<file path="src/rtl/seed_pkg.sv">
// Shared types and constants for the seed generator: basis stepping modes,
// handshake states and the default 8-bit Galois tap mask.
package seed_pkg;

  typedef enum logic {
    SEED_CNT  = 1'b0,
    SEED_LFSR = 1'b1
  } seed_mode_e;

  typedef enum logic {
    SEED_IDLE = 1'b0,
    SEED_HOLD = 1'b1
  } seed_state_e;

  // x^8 + x^6 + x^5 + x^4 + 1, maximal length (period 255) for 8 bits
  localparam logic [7:0] DEFAULT_TAPS8 = 8'hB8;

endpackage

</file>
<file path="src/rtl/seed_expand.sv">
// Expands a basis value into a wide seed by repeating {~basis, basis},
// most significant copy first.
module seed_expand #(
  parameter int BASIS_W = 8,
  parameter int SEED_W  = 32
) (
  input  logic [BASIS_W-1:0] basis_i,
  output logic [SEED_W-1:0]  seed_o
);

  localparam int REP = SEED_W / (2 * BASIS_W);

  if (BASIS_W < 2 || SEED_W <= 0 || (SEED_W % (2 * BASIS_W)) != 0) begin : g_bad_params
    $fatal(1, "seed_expand: SEED_W must be a nonzero multiple of 2*BASIS_W and BASIS_W >= 2");
  end

  assign seed_o = {REP{~basis_i, basis_i}};

endmodule

</file>
<file path="src/rtl/seed_gen.sv">
// Free-running basis register (wrapping counter or Galois LFSR) with a
// valid/ready capture handshake that freezes one expanded seed per request.
module seed_gen
  import seed_pkg::*;
#(
  parameter int                 BASIS_W   = 8,
  parameter int                 SEED_W    = 32,
  parameter logic [BASIS_W-1:0] LFSR_TAPS = BASIS_W'(DEFAULT_TAPS8)
) (
  input  logic               clk,
  input  logic               reset,
  input  logic               rst_seedgen,
  input  logic               mode,
  input  logic               load,
  input  logic [BASIS_W-1:0] load_val,
  input  logic               req,
  input  logic               seed_ready,
  output logic               seed_valid,
  output logic [SEED_W-1:0]  seed,
  output logic [SEED_W-1:0]  seed_live
);

  if (BASIS_W < 2 || SEED_W <= 0 || (SEED_W % (2 * BASIS_W)) != 0) begin : g_bad_params
    $fatal(1, "seed_gen: SEED_W must be a nonzero multiple of 2*BASIS_W and BASIS_W >= 2");
  end

  seed_mode_e         mode_e;
  logic [BASIS_W-1:0] basis_q, basis_d;
  logic [BASIS_W-1:0] lfsr_next;
  seed_state_e        state_q, state_d;
  logic [SEED_W-1:0]  seed_q, seed_d;
  logic [SEED_W-1:0]  seed_cap;

  assign mode_e = seed_mode_e'(mode);

  // An all-zero LFSR would lock up, so zero steps to 1.
  always_comb begin
    lfsr_next = (basis_q >> 1) ^ (basis_q[0] ? LFSR_TAPS : '0);
    if (basis_q == '0) begin
      lfsr_next = BASIS_W'(1);
    end
  end

  always_comb begin
    basis_d = basis_q;
    if (rst_seedgen) begin
      basis_d = '0;
    end else if (load) begin
      basis_d = load_val;
      if (mode_e == SEED_LFSR && load_val == '0) begin
        basis_d = BASIS_W'(1);
      end
    end else if (mode_e == SEED_LFSR) begin
      basis_d = lfsr_next;
    end else begin
      basis_d = basis_q + BASIS_W'(1);
    end
  end

  seed_expand #(.BASIS_W(BASIS_W), .SEED_W(SEED_W)) u_expand_cap (
    .basis_i (basis_q),
    .seed_o  (seed_cap)
  );

  seed_expand #(.BASIS_W(BASIS_W), .SEED_W(SEED_W)) u_expand_live (
    .basis_i (basis_q),
    .seed_o  (seed_live)
  );

  // Handshake: a seed transfers on a cycle where seed_valid && seed_ready.
  // While seed_valid is high and seed_ready is low, seed is held and req is
  // ignored. A transfer with req high recaptures in the same cycle.
  always_comb begin
    state_d = state_q;
    seed_d  = seed_q;
    unique case (state_q)
      SEED_IDLE: begin
        if (req) begin
          seed_d  = seed_cap;
          state_d = SEED_HOLD;
        end
      end
      SEED_HOLD: begin
        if (seed_ready) begin
          if (req) begin
            seed_d = seed_cap;
          end else begin
            state_d = SEED_IDLE;
          end
        end
      end
      default: state_d = SEED_IDLE;
    endcase
  end

  always_ff @(posedge clk or negedge reset) begin
    if (!reset) begin
      basis_q <= '0;
      state_q <= SEED_IDLE;
      seed_q  <= '0;
    end else begin
      basis_q <= basis_d;
      state_q <= state_d;
      seed_q  <= seed_d;
    end
  end

  assign seed_valid = (state_q == SEED_HOLD);
  assign seed       = seed_q;

endmodule

</file>
<file path="config.mk">
export PLATFORM = sky130hd
export DESIGN_NAME = seed_gen
export DESIGN_NICKNAME = d
export VERILOG_FILES = /design/src/rtl/seed_pkg.sv /design/src/rtl/seed_expand.sv /design/src/rtl/seed_gen.sv
export SDC_FILE = /design/constraint.sdc
export NUM_CORES = 1
export LEC_CHECK = 0
export ABC_AREA = 1
export ABC_CLOCK_PERIOD_IN_PS = 4500
export CORE_MARGIN = 5
export CORE_UTILIZATION = 43
export CTS_CLUSTER_SIZE = 16
export DETAILED_ROUTE_END_ITERATION = 8
export GPL_TIMING_DRIVEN = 0
export PLACE_DENSITY = 0.86
export SETUP_SLACK_MARGIN = 0.15
export SLEW_MARGIN = 40
export SYNTH_ARGS = -nofsm -noshare
export SYNTH_HDL_FRONTEND = slang
export SYNTH_SLANG_ARGS = --single-unit
</file>
<file path="constraint.sdc">
create_clock -name clk -period 4.5 [get_ports clk]
set_clock_uncertainty 0.15 [all_clocks]
set_input_delay 0.675 -clock clk [delete_from_list [all_inputs] [get_ports clk]]
set_output_delay 0.675 -clock clk [all_outputs]
set_load 0.05 [all_outputs]
</file>
==> results.toml, run 1 <==
[critical_path]
arrival_ns = 1.90
critical_path.most_common_cell = "buf_4"
crit_chain = "buf_4 -> inv_2 -> buf_4 -> clkdlybuf4s50_1"
critPathKind = "reg -> out"
cpPeakStageDelay_ns = 0.78
crit_path_max_fanout = 8
setup.worst_path.start = "basis_q[0]"
crit_path_end_kind = "output port"
required_ns = 3.67
worst_path_dominant_cell_family = "buffers and inverters"
critical_path.slowest_cell = "clkdlybuf4s50_1"
cp_num_buf_inv = 4
critical_path.reg2reg.startpoint = "basis_q[0]"
timing.critical_path.from_type = "register"

[synthesis]
synth.yosys.warnings = 0
largest_cells_by_area_after_synthesis = "dfrtp_1 40%, buf_4 16%, nand2_1 11%, o21ai_0 6.7%, nand3_1 4.1%"
synth_async_sr_flop_share_pct = 100.0
yosys.area.top_type = "dfrtp_1"
synth_cell_types = 24
yosysMostFrequentCell = "nand2_1"
syn_nets = 222
syn_inst = 205
synth-edff-count = 0
ys.flop_type = "dfrtp_1"
synth.top_cell.area_share_pct = 39.81
syn_area_per_cell_um2 = 7.666
register_bit_count_reported_by_yosys = 25
yosys-top-cells-count = "46 x nand2_1, 34 x buf_4, 25 x dfrtp_1"
fraction_of_the_yosys_area_taken_by_sequential_cells_pct = 39.81
syn_area_mm2 = 0.001572

[grt]
globalRoute.totalOverflow = 0
globalRouteMet1Util_pct = 18.80
grt_use_met2_pct = 29.21
first_pass_grt_wire_length_um = 6603
grt_max_degree = 26
via_count_of_the_first_global_routing_pass = 1446
grt_util_all_layers_pct = 16.29
global_route.usage.met3_pct = 3.597
global_route.peak_usage_layer = "met2"
antenna_found_initial = 0

[timing]
finalHoldViolCount = 0
fin_setup_tns_ns = 0
fin_crit_ns = 2.728
fmax_mhz = 366.5
finalCritPeriodShare_pct = 60.63
tightest_slew_ns = 0.5699
worst_slack_ns = 1.772
final_setup_violation_count = 0
setup_repair_after_global_routing_missed_its_margin = "no"
timing.max_slew.rel_slack_pct = 62.00
finalMaxSlewViolations = 0

[placement]
detailedPlacementHpwl_um = 3266
pre_cts_slack_ns = 2.064
place.gp.congestion = 0.8713
place.port_buffers = 78

[clocking]
post_cts.repair.setup_buffers = 0
clk_transition_reported_paths_ns = 0.08
root_buffer = "clkbuf_8"
number_of_sinks_driven_by_the_clock_tree = 25
cts_made_buffers = 3
clk_latency_ns = 0.27
cts-resized-gates = 0
tritoncts = "yes"
cts_max_path_buffers = 2
ctsHtreeMaxLevel = 1
postCtsHoldBufs = 0

[route]
wirelength_per_cell_um = 11.88
remaining_drc_errors = 0
first_pass_iters = 4
ant_nets = 0
wirelength_um = 3979
dr.first_iter.drc_count = 45
route.detailed.vias_per_inst = 4.618
dr_total_vias = 1547

[finish]
antenna_cells = 0
nFillCells = 309
ff_latch_area_um2 = 625.6
multiInputGateArea_um2 = 589.3
drive_gt1_share_pct = 20.21
layout_area_growth_over_synthesis_pct = 56.05
utilization_pct = 68.01
final_net_count = 305

[pwr]
p_leak_nw = 1.165
power_share_of_the_combinational_group_pct = 54.7
p_switching_mw = 0.4095
power.share.switching_pct = 45.58
internal-power_mw = 0.4889
power_consumption_mw = 0.8983
seq_power_share_pct = 30.7
powerDensity_mw_per_mm2 = 366.3
vdd.ir_drop.worst_uv = 173.1
power.share.clock_pct = 14.6

[run_status]
outcome = "finished, final reports clean"

[floorplanning]
floorplan.die.width_um = 70.46
pin_count = 80
fp.dieArea_mm2 = 0.004964
die_y_um = 70.46
initial_util_pct = 43.58
core_mm2 = 0.003606
core.rowCount = 22

[hold_path]
hold_path.class = "in -> async"

[flow_run]
max_capacitance_violation_count = 0
power by group through the flow:
stage	combinational [mW]	sequential, mW	clock (mW)
6_report	0.491	0.276	0.131
5_1_grt	0.514	0.281	0.142
4_1_cts	0.495	0.277	0.132
3_5_place_dp	0.494	0.281	0
3_3_place_gp	0.489	0.280	0
2_1_floorplan	0.244	0.370	0
state kept, by name (all words and copies together), names as in the netlist:
| register | flops |
|---|---|
| basis_q | 8 |
| seed | 16 |
| seed_valid | 1 |
area by class of cell:
cell class	instances	share of cell area, %
repair buffers	78	31.63
flip-flops and latches	25	25.51
multi-input cells	122	24.03
plain buffers	39	11.63
inverters	19	2.908
well taps	48	2.449
clock buffers	4	1.837
placed cells by master, fill, tap and decap left out, drive strengths merged:
cell type / instances
ha: 2
a21oi: 9
clkbuf: 5
nand3: 15
nor2: 20
clkdlybuf4s50: 77
o21ai: 21
nand2: 48
inv: 19
o22ai: 1
xor2: 1
o21bai: 1
dfrtp: 25
buf: 39
nand4: 1
nor3: 3
path summary, 6_finish.rpt:
check                           cells past startpoint            end  slack, ns
worst max-delay path                                4  seed_live[24]       1.77
worst min-delay path                                1       seed[19]       0.25
worst max register to register                     10     basis_q[3]       2.84
worst min register to register                      2     seed_valid       0.34
max in group asynchronous                           1     basis_q[3]       3.58
min in group clk                                    2     seed_valid       0.34
through the flow:
| step | hold WS (ns) | cells | cell area, µm² |
|---|---|---|---|
| finish | 0.2458 | 335 | 2452 |
| floorplan | 0.2294 | 205 | 1572 |
| global route | 0.2778 | 335 | 2452 |
| detailed placement | 0.3313 | 331 | 2407 |
| global placement | 0.3250 | 331 | 2412 |
| CTS | 0.2518 | 335 | 2452 |
kinds of logic (layout without fill, tap and decap cells):
logic type	count (synthesis)	in the layout	synth area share (%)
AOI/OAI and AO/OA	32	32	10.91
xor gates and xnor gates	1	1	0.5574
adders and majority gates	2	2	1.592
buffers and inverters	58	140	22.69
DFF	25	25	39.81
and+or+nand+nor	87	87	24.44
layer usage:
metal / up-vias / routed length, µm / share of wire (%)
li1: 785 / - / -
met1: 713 / 1598 / 40
met5: - / 0 / 0
met4: 0 / 53 / 1.3
met2: 45 / 2025 / 51
met3: 4 / 302 / 7.6
Note: power is estimated with default switching activity, not from simulation.
==> run 2, diff against run 1 <==
Settings changed: ABC_CLOCK_PERIOD_IN_PS 4500 to 2600, CORE_UTILIZATION 43 to 40, PLACE_DENSITY 0.86 to 0.8.
Clock period 4.5 ns to 2.6 ns, I/O delays scaled along.
==> run 2 against run 1 <==
Compared with the run above: via count up 1.6%; cell count up 0.30%; clock power up 70%; worst hold slack better by 0.10 ns; combinational power up 73%; count of clock-buffer cells in the layout unchanged; die area up 6.4%; worst setup slack worse by 1.5 ns; largest power group unchanged.
==> results.toml, run 2 (synthesis gave the netlist of run 1 again) <==
[run_status]
outcome = "finished, final reports clean"

[floorplanning]
initial_util_pct = 41.98
core_mm2 = 0.003744
die_y_um = 72.68
core.rowCount = 22
fp.dieArea_mm2 = 0.005282
pin_count = 80
floorplan.die.width_um = 72.68

[hold_path]
holdPathEnd = "seed_valid"
worstHoldPathCells = 2
hold_path.class = "reg -> reg"
timing.hold.worst.start = "seed_valid"

[finish]
final_cell_mix = "75 x clkdlybuf4s50_1, 46 x nand2_1, 34 x buf_4"
drive_gt1_share_pct = 20.14
antenna_cells = 0
largest_register_ffs = 16
final_net_count = 306
layout_area_growth_over_synthesis_pct = 56.77
most_common_cell_after_layout_fill_and_taps_aside = "clkdlybuf4s50_1"
post-route-cell-area_mm2 = 0.002464

[pwr]
p_leak_nw = 1.173
vdd.ir_drop.worst_uv = 252.3
internal-power_mw = 0.8460
power.share.clock_pct = 14.3
power_share_of_the_combinational_group_pct = 54.8
power.share.switching_pct = 45.49
powerDensity_mw_per_mm2 = 630.0
p_switching_mw = 0.7060
seq_power_share_pct = 30.8

[placement]
detailedPlacementHpwl_um = 3321
placedInstanceArea_mm2 = 0.002407
place.port_buffers = 78
place.gp.congestion = 0.8690

[route]
dr.first_iter.drc_count = 66
dr_total_vias = 1572
remaining_drc_errors = 0
route.detailed.vias_per_inst = 4.679
first_pass_iters = 4
wirelength_per_cell_um = 12.11
ant_nets = 0
wirelength_um = 4070

[timing]
fmax_mhz = 422.1
fin_setup_tns_ns = 0
tightest_slew_ns = 0.5534
timing.max_slew.rel_slack_pct = 63.11
finalMaxSlewViolations = 0
finalHoldViolCount = 0
setup_repair_after_global_routing_missed_its_margin = "no"
holdWs_ns = 0.3458
final_setup_violation_count = 0
fin_crit_ns = 2.369
finalCritPeriodShare_pct = 91.13

[critical_path]
worst_r2r_path_depth = 10
critical_path.reg2reg.startpoint = "basis_q[0]"
crit_path_max_fanout = 8
critPathKind = "reg -> out"
critical_path.reg2reg.endpoint = "basis_q[7]"
timing.critical_path.from_type = "register"
reg2reg_setup_slack_ns = 0.90
crit_path_end_kind = "output port"
required_ns = 2.06
arrival_ns = 1.83

[clocking]
number_of_sinks_driven_by_the_clock_tree = 25
tritoncts = "yes"
cts_max_path_buffers = 2
ctsHtreeMaxLevel = 1
clk_latency_ns = 0.26
root_buffer = "clkbuf_8"
cts_made_buffers = 3
clk_transition_reported_paths_ns = 0.08

[grt]
grt_max_degree = 26
antenna_found_initial = 0
globalRoute.totalOverflow = 0
via_count_of_the_first_global_routing_pass = 1507
first_pass_grt_wire_length_um = 6748
grt_util_all_layers_pct = 15.63

[flow_run]
max_capacitance_violation_count = 0
-- run 2: changes by cell type in the layout (fill, tap and decap cells not counted), sizes merged --
cell and change:
dlygate4sd3 +1, dlygate4sd2 +1, dlymetal6s2s +1, clkdlybuf4s50 -2
-- run 2: through the flow --
step	setup slack (ns)	total power, mW	std cells	utilization [%]
3_3_place_gp	0.4461	1.334	331	64.44
2_1_floorplan	0.5238	1.061	205	-
5_1_grt	0.1693	1.624	336	65.81
3_5_place_dp	0.4378	1.345	331	64.30
4_1_cts	0.1958	1.564	336	65.74
6_report	0.2307	1.552	336	65.81
-- run 2: power by group through the flow --
stage               logic, mW  clock network [mW]  registers, mW
floorplan               0.422                   0          0.640
CTS                     0.859               0.225          0.480
global placement        0.849                   0          0.484
finish                  0.851               0.223          0.479
global route            0.895               0.241          0.488
detailed placement      0.858                   0          0.487
-- run 2: area by class of cell --
type | count | area (µm²)
Timing Repair Buffer | 79 | 787.0
Fill cell | 338 | 1280
Inverter | 19 | 71.32
Sequential cell | 25 | 625.6
Multi-Input combinational cell | 122 | 589.3
Tap cell | 48 | 60.06
Clock buffer | 4 | 45.04
Buffer | 39 | 285.3
-- run 2: worst max-delay path by stage --
stage / depth (start not counted) / slack [ns] / end / startpoint
2_1_floorplan: 8 / 0.52 / basis_q[0] / basis_q[1]
3_3_place_gp: 4 / 0.45 / seed_live[24] / basis_q[0]
3_5_place_dp: 4 / 0.44 / seed_live[24] / basis_q[0]
4_1_cts: 3 / 0.20 / seed_live[31] / basis_q[7]
5_1_grt: 3 / 0.17 / seed_live[27] / basis_q[3]
6_report: 3 / 0.23 / seed_live[8] / basis_q[0]
-- run 2: repair_timing --
action / CTS / global route
endpoints found under the hold margin: 25 / 0
hold buffers: 1 / 0
buffers inserted: 0 / 0
endpoints found under the setup margin: 1 / 1
resized for setup: 1 / 1
-- run 2: critical path: stages (launching register included) --
cell and delay [ns]:
dfrtp_1 0.42, buf_4 0.18, inv_2 0.14, clkdlybuf4s50_1 0.83
-- run 2: metal layers --
layer  GRT usage, %  wire (µm)  vias to the layer above
met5              0          0                        -
met4          3.484         35                        0
met3          2.479        313                        5
met2          29.26       2062                       51
met1          18.56       1659                      728
li1               -          -                      788
